--- src/rtl/tone_arbiter.sv ---
// Round-robin arbiter sharing one Speaker tone generator between several sound sources.
// Plays the granted tone for its full duration, then holds a fixed silent gap before serving the next request.
module tone_arbiter #(
  parameter int NUM_REQ    = 4,
  parameter int FREQ_W     = 16,
  parameter int DUR_W      = 24,
  parameter int GAP_CYCLES = 50000
) (
  input  logic                       clk,
  input  logic                       rst_n,
  input  logic [NUM_REQ-1:0]         req,
  input  logic [NUM_REQ*FREQ_W-1:0]  req_freq,
  input  logic [NUM_REQ*DUR_W-1:0]   req_dur,
  input  logic                       abort,
  output logic [NUM_REQ-1:0]         grant,
  output logic                       busy,
  output logic                       play,
  output logic [FREQ_W-1:0]          frequency,
  output logic                       done
);

  localparam int GAP_W = (GAP_CYCLES > 0) ? $clog2(GAP_CYCLES + 1) : 1;
  localparam int PTR_W = (NUM_REQ > 1) ? $clog2(NUM_REQ) : 1;

  typedef enum logic [1:0] {
    S_IDLE = 2'd0,
    S_PLAY = 2'd1,
    S_GAP  = 2'd2
  } state_t;

  state_t             r_state;
  logic [DUR_W-1:0]   r_dur_cnt;
  logic [GAP_W-1:0]   r_gap_cnt;
  logic [PTR_W-1:0]   r_ptr;
  logic [FREQ_W-1:0]  r_freq;
  logic [NUM_REQ-1:0] r_grant;
  logic               r_done;

  state_t             w_nxt_state;
  logic [DUR_W-1:0]   w_nxt_dur;
  logic [GAP_W-1:0]   w_nxt_gap;
  logic [PTR_W-1:0]   w_nxt_ptr;
  logic [FREQ_W-1:0]  w_nxt_freq;
  logic [NUM_REQ-1:0] w_nxt_grant;
  logic               w_nxt_done;

  logic               w_any;
  logic               w_hi_found;
  logic [PTR_W-1:0]   w_lo;
  logic [PTR_W-1:0]   w_hi;
  logic [PTR_W-1:0]   w_win;
  logic [FREQ_W-1:0]  w_sel_freq;
  logic [DUR_W-1:0]   w_sel_dur;

  // Round robin: lowest set bit at or above the pointer, else wrap to the lowest set bit overall.
  always_comb begin
    w_any      = 1'b0;
    w_hi_found = 1'b0;
    w_lo       = '0;
    w_hi       = '0;
    for (int i = NUM_REQ - 1; i >= 0; i--) begin
      if (req[i]) begin
        w_any = 1'b1;
        w_lo  = PTR_W'(i);
        if (i >= int'(r_ptr)) begin
          w_hi_found = 1'b1;
          w_hi       = PTR_W'(i);
        end
      end
    end
    w_win      = w_hi_found ? w_hi : w_lo;
    w_sel_freq = req_freq[int'(w_win)*FREQ_W +: FREQ_W];
    w_sel_dur  = req_dur[int'(w_win)*DUR_W +: DUR_W];
  end

  always_comb begin
    // NOTE: every next-value term is defaulted first so no branch can leave it unassigned and infer a latch.
    w_nxt_state = r_state;
    w_nxt_dur   = r_dur_cnt;
    w_nxt_gap   = r_gap_cnt;
    w_nxt_ptr   = r_ptr;
    w_nxt_freq  = r_freq;
    w_nxt_grant = '0;
    w_nxt_done  = 1'b0;

    unique case (r_state)
      S_IDLE: begin
        if (w_any) begin
          w_nxt_state = S_PLAY;
          w_nxt_freq  = w_sel_freq;
          w_nxt_dur   = (w_sel_dur == '0) ? DUR_W'(1) : w_sel_dur;
          w_nxt_grant = NUM_REQ'(1) << w_win;
          w_nxt_ptr   = (w_win == PTR_W'(NUM_REQ - 1)) ? '0 : w_win + PTR_W'(1);
        end
      end
      S_PLAY: begin
        if (abort) begin
          w_nxt_state = S_IDLE;
          w_nxt_freq  = '0;
          w_nxt_dur   = '0;
        end else if (r_dur_cnt == DUR_W'(1)) begin
          w_nxt_done = 1'b1;
          w_nxt_dur  = '0;
          if (GAP_CYCLES > 0) begin
            w_nxt_state = S_GAP;
            w_nxt_gap   = GAP_W'(GAP_CYCLES);
          end else begin
            w_nxt_state = S_IDLE;
            w_nxt_freq  = '0;
          end
        end else begin
          w_nxt_dur = r_dur_cnt - DUR_W'(1);
        end
      end
      S_GAP: begin
        if (abort || r_gap_cnt == GAP_W'(1)) begin
          w_nxt_state = S_IDLE;
          w_nxt_freq  = '0;
          w_nxt_gap   = '0;
        end else begin
          w_nxt_gap = r_gap_cnt - GAP_W'(1);
        end
      end
      default: w_nxt_state = S_IDLE;
    endcase
  end

  always_ff @(posedge clk) begin
    // NOTE: non-blocking updates so every register sees the same pre-edge values regardless of statement order.
    if (!rst_n) begin
      r_state   <= S_IDLE;
      r_dur_cnt <= '0;
      r_gap_cnt <= '0;
      r_ptr     <= '0;
      r_freq    <= '0;
      r_grant   <= '0;
      r_done    <= 1'b0;
    end else begin
      r_state   <= w_nxt_state;
      r_dur_cnt <= w_nxt_dur;
      r_gap_cnt <= w_nxt_gap;
      r_ptr     <= w_nxt_ptr;
      r_freq    <= w_nxt_freq;
      r_grant   <= w_nxt_grant;
      r_done    <= w_nxt_done;
    end
  end

  assign grant     = r_grant;
  assign done      = r_done;
  assign frequency = r_freq;
  assign play      = (r_state == S_PLAY);
  assign busy      = (r_state != S_IDLE);

endmodule
--- config.mk ---
export PLATFORM = sky130hd
export DESIGN_NAME = tone_arbiter
export DESIGN_NICKNAME = d
export VERILOG_FILES = /design/src/rtl/tone_arbiter.sv
export SDC_FILE = /design/constraint.sdc
export NUM_CORES = 1
export LEC_CHECK = 0
export CORE_AREA = 5 5 105 127
export CTS_CLUSTER_DIAMETER = 100
export CTS_CLUSTER_SIZE = 8
export DETAILED_ROUTE_END_ITERATION = 10
export DIE_AREA = 0 0 110 132
export GPL_ROUTABILITY_DRIVEN = 1
export PLACE_DENSITY = 0.86
export SLEW_MARGIN = 20
export SYNTH_ARGS = -nofsm -noshare
export SYNTH_HDL_FRONTEND = slang
export SYNTH_SLANG_ARGS = --single-unit
export TNS_END_PERCENT = 20
--- constraint.sdc ---
create_clock -name clk -period 2.9 [get_ports clk]
set_input_delay 0.435 -clock clk [delete_from_list [all_inputs] [get_ports clk]]
set_output_delay 0.435 -clock clk [all_outputs]
set_load 0.02 [all_outputs]
==> PnR_summary.wiki, run 1 <==
{| class="wikitable"
! Metric !! Value
|-
| Run status || completed
|-
| Pins Over Slew Limit || 0
|-
| Setup Crit Path Kind || reg -> reg
|-
| Worst slew slack as a fraction of its limit || between 50% and 60%
|-
| Filler cell count in the final layout || between 1000 and 1500
|-
| Number of cells after detailed placement || 984
|-
| Initial antenna violation count || 0
|-
| Number of buffers between clock root and the deepest sink || 2
|-
| Data required time at the worst endpoint || approximately 3.2 ns
|-
| Critical Path Slowest Stage Cell || sky130_fd_sc_hd__or3_4
|-
| I/O pin count || between 150 and 200
|-
| Max-cap violations || 0
|-
| Internal Pwr Total || approximately 2.5 mW
|-
| Number of levels the H-tree was split into || 3
|-
| TritonCTS clock tree || built
|-
| Clock skew || approximately 0.0073 ns
|-
| Mean Syn Cell Area || approximately 7.3 sq um
|-
| Die outline width || between 100 and 150 um
|-
| Reg-to-reg startpoint || r_gap_cnt[8]$_SDFFE_PN0P_
|-
| Chip Height || 132 um
|-
| Most used cell along the critical path || sky130_fd_sc_hd__or3_4
|-
| Chain of cells forming the critical path || or3_4, or4_4, or3_4, o21bai_4, o21ai_4, or3_4, or3_1, a21oi_2
|-
| Longest individual stage delay on the worst path || around 0.47 ns
|-
| Starting density of the core || between 30% and 40%
|-
| Post-detailed-route count of antenna-violating nets || 0
|-
| Remaining routing DRC violations || 0
|-
| Post-detailed-placement half-perimeter wirelength || roughly 13000 um
|-
| Endpoint of the worst hold-timing path || frequency[15]$_SDFFE_PN0P_
|-
| Peak ir drop on the vdd network || 0.306 mV
|-
| Final-stage net count || between 1000 and 1500
|-
| Worst hold path class || reg -> reg
|-
| Setup slack of the most critical reg-to-reg path || 0.02 ns
|-
| Warnings, synthesis || 0
|-
| Post-synth EDFFs || 0
|-
| Crit end category || flop
|-
| DIE AREA || ~15000 sq um
|-
| Net Switching || between 1 and 1.5 mW
|-
| Global-route wire length before repair || roughly 26000 um
|-
| First-pass iteration count of the detailed router || 5
|-
| Sequential share of power || 28.3%
|-
| Power share of the clock group || 28.0%
|-
| Clock tree root buffer cell || sky130_fd_sc_hd__clkbuf_16
|-
| Worst endpoint data arrival time || 3.14 ns
|-
| RD Place Congestion || approximately 0.9
|-
| Share of cells above drive strength 1 || 10.5%
|-
| Largest net degree at the start of global routing || 37
|-
| Part of the Yosys area used for sequential elements || about 28%
|-
| Minimum clock period after layout || roughly 2.9 ns
|-
| Library cell occupying the most area in the post-synthesis netlist || sky130_fd_sc_hd__dfxtp_1
|-
| Number of cells on the worst reg-to-reg path || 8
|-
| Layout overhead on the synthesized area || 55.5%
|-
| Commonest register cell after synthesis || sky130_fd_sc_hd__dfxtp_1
|-
| Gate family responsible for the most delay along the worst path || simple AND/OR/NAND/NOR gates
|-
| Critical Path Fanout Max || 8
|-
| HP Start || frequency[15]$_SDFFE_PN0P_
|-
| Post-synth ARST share || 0%
|-
| Wire per inst || roughly 17 um
|-
| Leakage power of the design || about 2.9 nW
|-
| Number of buffer and inverter stages on the critical path || 0
|-
| Number of clock sinks || 65
|-
| Length of routed met2 wiring || about 8700 um
|-
| Switching Share || between 30% and 40%
|-
| Share of the synthesized area in the top cell type || roughly 28%
|-
| Number of synthesized register bits || 65
|-
| Number of failing setup endpoints in the final timing report || 0
|-
| Post-Syn Instances || ~640
|-
| End of the worst register-to-register path || frequency[13]$_SDFFE_PN0P_
|-
| Count of cells along the worst hold path || 2
|-
| WHS || approximately 0.45 ns
|-
| Highest attainable clock frequency || 0.347 GHz
|-
| Overall routing resource usage || around 22%
|-
| Diode count || 0
|-
| CTS clock-pin slew for the worst setup and hold paths || around 0.06 ns
|-
| Area occupied by multi-input gates || around 3200 sq um
|-
| Via/cell ratio || 5.56
|-
| Number of DRC markers after the initial detailed-route iteration || between 400 and 500
|-
| TritonCTS Buffers || 9
|-
| Clock latency at the later pin of the worst-skew pair || around 0.33 ns
|-
| Sequential standard cell area || about 1300 sq um
|-
| Actual transition at the worst max-transition pin || between 0.6 and 0.7 ns
|-
| Summed area of non-filler cells in the final layout || between 7000 and 8000 sq um
|-
| Synthesized netlist net count || approximately 820
|-
| Synth area leaders || sky130_fd_sc_hd__dfxtp_1 28%, sky130_fd_sc_hd__nand2_1 8.5%, sky130_fd_sc_hd__mux2i_1 7.5%
|-
| Vias || roughly 5600
|-
| Power Density || between 500 and 600 nW/um^2
|-
| Combinational fraction of design power || 43.7%
|-
| Met3 layer wire length in the routed design || 1270 um
|-
| Global-route congestion overflow total || 0
|-
| Routed WL || 17400 um
|-
| Cts hold-fix bufs || 0
|-
| Netlist Area Pre-Place || about 4700 sq um
|-
| RSZ-0062 raised after global routing || true
|-
| Floorplan row count || 44
|-
| Total of buffers placed on input and output ports || approximately 190
|-
| Non-Filler Instances || between 1000 and 1500
|-
| Worst setup SP type || flop
|-
| Number of global-route vias before repair || around 5300
|-
| Detailed-route wire length on metal 1 || about 7000 um
|-
| Max layer used || met4
|-
| Final critical-path share of the clock period || 99.4%
|-
| Placeable core region || 11900 sq um
|-
| Final Hold Fails || 0
|-
| Post-route total power || just under 4 mW
|-
| Number of distinct library cell variants in the gate-level netlist after synthesis || 52
|-
| Area of placed instances || around 6900 sq um
|}
-- power by group through the flow --
stage	Combinational (mW)	Clock (mW)	Sequential (mW)
after floorplan	0.959	0	1.13
after global placement	1.61	0	1.10
after detailed placement	1.63	0	1.11
after CTS	1.65	1.08	1.09
after global routing	1.83	1.12	1.11
final	1.69	1.08	1.10
-- layout make-up --
cell class                 count  area share [%]
timing repair buffer         228            30.5
inverter                      14           0.720
tap                          161            2.76
clock buffer                   9            3.09
multi-input combinational    519            44.2
clock inverter                 7           0.960
sequential                    65            17.8
-- through the flow --
step | utilization, % | setup WS [ns] | TNS (ns)
after floorplan | - | 0.139 | 0
after global placement | 58.0 | -0.132 | -0.132
after global routing | 61.1 | -0.0870 | -0.355
final | 61.1 | 0.0171 | 0
after CTS | 60.5 | 0.00252 | 0
after detailed placement | 58.0 | -0.162 | -0.163
-- worst max path at each step --
stage	cells past startpoint	end	from	slack, ns
5_1_grt	8	frequency[13]$_SDFFE_PN0P_	r_gap_cnt[8]$_SDFFE_PN0P_	-0.09
2_1_floorplan	9	frequency[10]$_SDFFE_PN0P_	r_gap_cnt[7]$_SDFFE_PN0P_	0.14
6_report	8	frequency[13]$_SDFFE_PN0P_	r_gap_cnt[8]$_SDFFE_PN0P_	0.02
3_5_place_dp	11	r_dur_cnt[0]$_SDFFE_PN0P_	req[0]	-0.16
3_3_place_gp	11	r_dur_cnt[0]$_SDFFE_PN0P_	req[0]	-0.13
4_1_cts	8	frequency[13]$_SDFFE_PN0P_	r_gap_cnt[8]$_SDFFE_PN0P_	0.003
-- synth_stat cells, types with 2 or more instances --
cell                       count
sky130_fd_sc_hd__nand2b_1      6
sky130_fd_sc_hd__nor3_1       17
sky130_fd_sc_hd__o32a_1        2
sky130_fd_sc_hd__buf_2         8
sky130_fd_sc_hd__dfxtp_1      65
sky130_fd_sc_hd__xnor2_1      13
sky130_fd_sc_hd__o31ai_1       2
sky130_fd_sc_hd__and4_1        4
sky130_fd_sc_hd__o22ai_1      11
sky130_fd_sc_hd__o21ai_1       3
sky130_fd_sc_hd__nor3b_1      18
sky130_fd_sc_hd__and2_1        3
sky130_fd_sc_hd__o21ai_0      24
sky130_fd_sc_hd__or4_1         4
sky130_fd_sc_hd__inv_1        11
sky130_fd_sc_hd__buf_1         2
sky130_fd_sc_hd__a21boi_1      2
sky130_fd_sc_hd__clkbuf_1     31
sky130_fd_sc_hd__a21oi_1      67
sky130_fd_sc_hd__o211a_1       4
sky130_fd_sc_hd__nor4_1       11
sky130_fd_sc_hd__o32ai_1       6
sky130_fd_sc_hd__nand3_1       6
sky130_fd_sc_hd__clkinv_1      2
sky130_fd_sc_hd__a211oi_1     19
sky130_fd_sc_hd__a22oi_1       9
sky130_fd_sc_hd__nor2_1       67
sky130_fd_sc_hd__ha_1          9
sky130_fd_sc_hd__buf_6         2
sky130_fd_sc_hd__nand2_1     106
sky130_fd_sc_hd__mux2_2       16
sky130_fd_sc_hd__o221ai_1      8
sky130_fd_sc_hd__xor2_1        7
sky130_fd_sc_hd__mux2i_1      35
sky130_fd_sc_hd__nand3b_1      2
sky130_fd_sc_hd__or3_1        19
sky130_fd_sc_hd__or3_4         3
-- cells in the final DEF, fill, tap and decap left out, types with 6 or more instances in the layout --
cell type,Yosys,final
sky130_fd_sc_hd__a211oi_1,19,19
sky130_fd_sc_hd__a21oi_1,67,65
sky130_fd_sc_hd__a22oi_1,9,9
sky130_fd_sc_hd__buf_4,0,36
sky130_fd_sc_hd__clkbuf_16,0,9
sky130_fd_sc_hd__clkdlybuf4s50_1,0,189
sky130_fd_sc_hd__dfxtp_1,65,65
sky130_fd_sc_hd__ha_1,9,9
sky130_fd_sc_hd__inv_1,11,11
sky130_fd_sc_hd__mux2_2,16,16
sky130_fd_sc_hd__mux2i_1,35,35
sky130_fd_sc_hd__nand2_1,106,106
sky130_fd_sc_hd__nand2b_1,6,6
sky130_fd_sc_hd__nand3_1,6,6
sky130_fd_sc_hd__nor2_1,67,67
sky130_fd_sc_hd__nor3_1,17,17
sky130_fd_sc_hd__nor3b_1,18,18
sky130_fd_sc_hd__nor4_1,11,10
sky130_fd_sc_hd__o21ai_0,24,24
sky130_fd_sc_hd__o221ai_1,8,8
sky130_fd_sc_hd__o22ai_1,11,10
sky130_fd_sc_hd__o32ai_1,6,6
sky130_fd_sc_hd__or3_1,19,18
sky130_fd_sc_hd__xnor2_1,13,13
sky130_fd_sc_hd__xor2_1,7,7
-- cell families (layout without fill, tap and decap cells) --
group | Yosys count | after routing | share of synthesized area (%)
simple gates | 271 | 273 | 27.6
compound gates | 166 | 166 | 22.1
flops | 65 | 65 | 27.7
buf+inv | 57 | 258 | 5.09
mux | 51 | 51 | 11.3
xor+xnor | 20 | 20 | 3.73
fa+ha+maj | 9 | 9 | 2.40
-- sequential cells by signal, summed over array words and instances (netlist names) --
register / flops
grant: 4
frequency: 16
r_dur_cnt: 24
r_ptr: 2
done: 1
r_gap_cnt: 16
r_state: 2
-- worst reg2reg max path, delay by kind of cell (launching register included) --
family / cells / cell delay (ns)
AND/OR/NAND/NOR: 5 / 2.06
AO/OA/AOI/OAI: 3 / 0.41
flip-flops: 1 / 0.33
-- what timing repair did --
item / 4_1_cts / 5_1_grt
endpoints found under the setup margin: 0 / 16
buffers inserted: 0 / 1
resized for setup: 0 / 7
-- metal layers --
layer,GRT usage (%),vias up
met1,26.9,2577
met3,3.43,41
li1,-,2687
met5,0,-
met2,38.8,272
met4,8.04,0
Note: power is estimated with default switching activity, not from simulation.
==> run 2: changes to the inputs <==
PLACE_DENSITY = 0.77   (was 0.86)
==> PnR_summary.wiki, run 2 (synthesis gave the netlist of run 1 again) <==
{| class="wikitable"
! Metric !! Value
|-
| Run status || completed (unchanged)
|-
| Clock skew || 0.00729 ns (was 0.00727 ns)
|-
| Leading cell type in the layout, fill and taps excluded || sky130_fd_sc_hd__clkdlybuf4s50_1 (unchanged)
|-
| Wire per inst || 17.4 um (about the same)
|-
| Leading cell types in the layout, fill and taps excluded || 189 x sky130_fd_sc_hd__clkdlybuf4s50_1, 106 x sky130_fd_sc_hd__nand2_1, 67 x sky130_fd_sc_hd__nor2_1 (unchanged)
|-
| Number of global-route vias before repair || 5236 (was 5270)
|-
| Chain of cells forming the critical path || or3_4, or4_4, or3_4, o21bai_4, o21ai_4, or3_4, or3_1, a21oi_1 (was or3_4, or4_4, or3_4, o21bai_4, o21ai_4, or3_4, or3_1, a21oi_2)
|-
| Final-stage net count || 1008 (was 1013)
|-
| Power share of the clock group || 27.3% (was 28.0%)
|-
| Combinational fraction of design power || 44.1% (was 43.7%)
|-
| TritonCTS Buffers || 9 (unchanged)
|-
| Via/cell ratio || 5.54 (was 5.56)
|-
| Post-detailed-placement half-perimeter wirelength || 13300 um (was 12600 um)
|-
| Number of failing setup endpoints in the final timing report || 0 (unchanged)
|-
| Largest net degree at the start of global routing || 33 (was 37)
|-
| Cts repair resizes || 0 (unchanged)
|-
| Actual transition at the worst max-transition pin || 0.679 ns (was 0.693 ns)
|-
| Global-route wire length before repair || 26700 um (was 26100 um)
|-
| Total of buffers placed on input and output ports || 189 (unchanged)
|-
| Length of routed met2 wiring || 8600 um (was 8710 um)
|-
| Data required time at the worst endpoint || 3.16 ns (about the same)
|-
| Worst hold path class || reg -> reg (unchanged)
|-
| TritonCTS clock tree || built (unchanged)
|-
| Max-cap violations || 0 (unchanged)
|-
| Number of clock sinks || 65 (unchanged)
|-
| Internal Pwr Total || 2.49 mW (was 2.50 mW)
|-
| Net Switching || 1.35 mW (was 1.37 mW)
|-
| WHS || 0.454 ns (about the same)
|-
| Critical Path Fanout Max || 8 (unchanged)
|-
| Leakage power of the design || 2.88 nW (was 2.90 nW)
|-
| Overall routing resource usage || 22.8% (was 22.2%)
|-
| Final critical-path share of the clock period || 97.2% (was 99.4%)
|-
| First-pass iteration count of the detailed router || 5 (unchanged)
|-
| Post-detailed-route count of antenna-violating nets || 0 (unchanged)
|-
| Vias || 5525 (was 5577)
|-
| RD Place Congestion || 0.901 (was 0.899)
|-
| Power Density || 527 nW/um^2 (was 530 nW/um^2)
|-
| Initial antenna violation count || 0 (unchanged)
|-
| Longest individual stage delay on the worst path || 0.46 ns (was 0.47 ns)
|-
| Floorplan row count || 44 (unchanged)
|-
| I/O pin count || 190 (unchanged)
|-
| Critical Path Slowest Stage Cell || sky130_fd_sc_hd__or3_4 (unchanged)
|-
| Sequential share of power || 28.6% (was 28.3%)
|-
| Global-route congestion overflow total || 0 (unchanged)
|-
| Remaining routing DRC violations || 0 (unchanged)
|-
| Worst slew slack as a fraction of its limit || 54.3% (was 53.7%)
|-
| Met3 layer wire length in the routed design || 1200 um (was 1270 um)
|-
| Share of cells above drive strength 1 || 10.5% (about the same)
|-
| Die outline width || 110 um (unchanged)
|-
| Crit end category || flop (unchanged)
|-
| Worst endpoint data arrival time || 3.08 ns (was 3.14 ns)
|-
| Starting density of the core || 39.3% (unchanged)
|-
| Setup Crit Path Kind || reg -> reg (unchanged)
|-
| Detailed-route wire length on metal 1 || 7050 um (was 6990 um)
|-
| Diode count || 0 (unchanged)
|-
| CTS clock-pin slew for the worst setup and hold paths || 0.06 ns (about the same)
|-
| Number of levels the H-tree was split into || 3 (unchanged)
|-
| Register bank with the most flops || r_dur_cnt (unchanged)
|-
| Max layer used || met4 (unchanged)
|-
| Peak ir drop on the vdd network || 0.301 mV (was 0.306 mV)
|-
| Setup repair bufs after CTS || 0 (unchanged)
|-
| Setup slack after layout || 0.0826 ns (was 0.0171 ns)
|-
| Chip Height || 132 um (unchanged)
|-
| Cts hold-fix bufs || 0 (unchanged)
|-
| Clock tree root buffer cell || sky130_fd_sc_hd__clkbuf_16 (unchanged)
|-
| Number of DRC markers after the initial detailed-route iteration || 359 (was 446)
|-
| Layout overhead on the synthesized area || 55.2% (was 55.5%)
|-
| Number of buffers between clock root and the deepest sink || 2 (unchanged)
|-
| Pins Over Slew Limit || 0 (unchanged)
|-
| Clock latency at the later pin of the worst-skew pair || 0.33 ns (about the same)
|-
| Post-route total power || 3.84 mW (was 3.87 mW)
|-
| Routed WL || 17400 um (about the same)
|-
| Switching Share || 35.1% (was 35.5%)
|-
| Final Hold Fails || 0 (unchanged)
|-
| Highest attainable clock frequency || 0.355 GHz (was 0.347 GHz)
|-
| Placeable core region || 11900 sq um (unchanged)
|-
| RSZ-0062 raised after global routing || true (unchanged)
|-
| Setup slack of the most critical reg-to-reg path || 0.08 ns (was 0.02 ns)
|-
| Place WS || -0.200 ns (was -0.162 ns)
|-
| Worst setup SP type || flop (unchanged)
|-
| Flip-flop count of the largest register, all copies and words added || 24 (unchanged)
|-
| DIE AREA || 14500 sq um (unchanged)
|-
| Minimum clock period after layout || 2.82 ns (was 2.88 ns)
|-
| Most used cell along the critical path || sky130_fd_sc_hd__or3_4 (unchanged)
|}
-- run 2: final timing paths --
kind,start,end,depth (start not counted)
hold reg to reg,frequency[15]$_SDFFE_PN0P_,frequency[15]$_SDFFE_PN0P_,2
setup reg to reg,r_gap_cnt[8]$_SDFFE_PN0P_,frequency[11]$_SDFFE_PN0P_,8
hold / removal,frequency[15]$_SDFFE_PN0P_,frequency[15]$_SDFFE_PN0P_,2
setup / recovery,r_gap_cnt[8]$_SDFFE_PN0P_,frequency[11]$_SDFFE_PN0P_,8
-- run 2: metal layers --
metal  track usage, %  vias to the layer above
met5                0                        -
met3             4.31                       38
met1             27.7                     2592
met2             39.0                      206
li1                 -                     2689
met4             8.59                        0
-- run 2: area by class of cell --
type	instances	area [sq um]
clock inverter	6	58.8
fill	1043	4660
multi-input combinational	519	3240
timing repair buffer	223	2200
tap	161	201
sequential	65	1300
inverter	14	52.6
clock buffer	10	229
-- run 2: critical path, delay by kind of cell, from the launching register on --
family | cells | cell delay [ns]
and+or+nand+nor | 5 | 2.04
DFF | 1 | 0.33
AOI/OAI and AO/OA | 3 | 0.38
-- run 2: through the flow --
stage | utilization [%] | instance area [sq um] | TNS, ns | std cells
CTS | 60.3 | 7200 | 0 | 996
global placement | 57.9 | 6920 | -0.0762 | 980
finish | 61.0 | 7280 | 0 | 998
global route | 61.0 | 7280 | -0.0261 | 998
floorplan | - | 4690 | 0 | 639
detailed placement | 57.9 | 6920 | -0.255 | 980
-- run 2: power by group through the flow --
stage	sequential [mW]	combinational [mW]	clock, mW
after floorplan	1.13	0.959	0
after global placement	1.11	1.60	0
after detailed placement	1.11	1.64	0
after CTS	1.10	1.66	1.06
after global routing	1.11	1.84	1.10
final	1.10	1.69	1.05
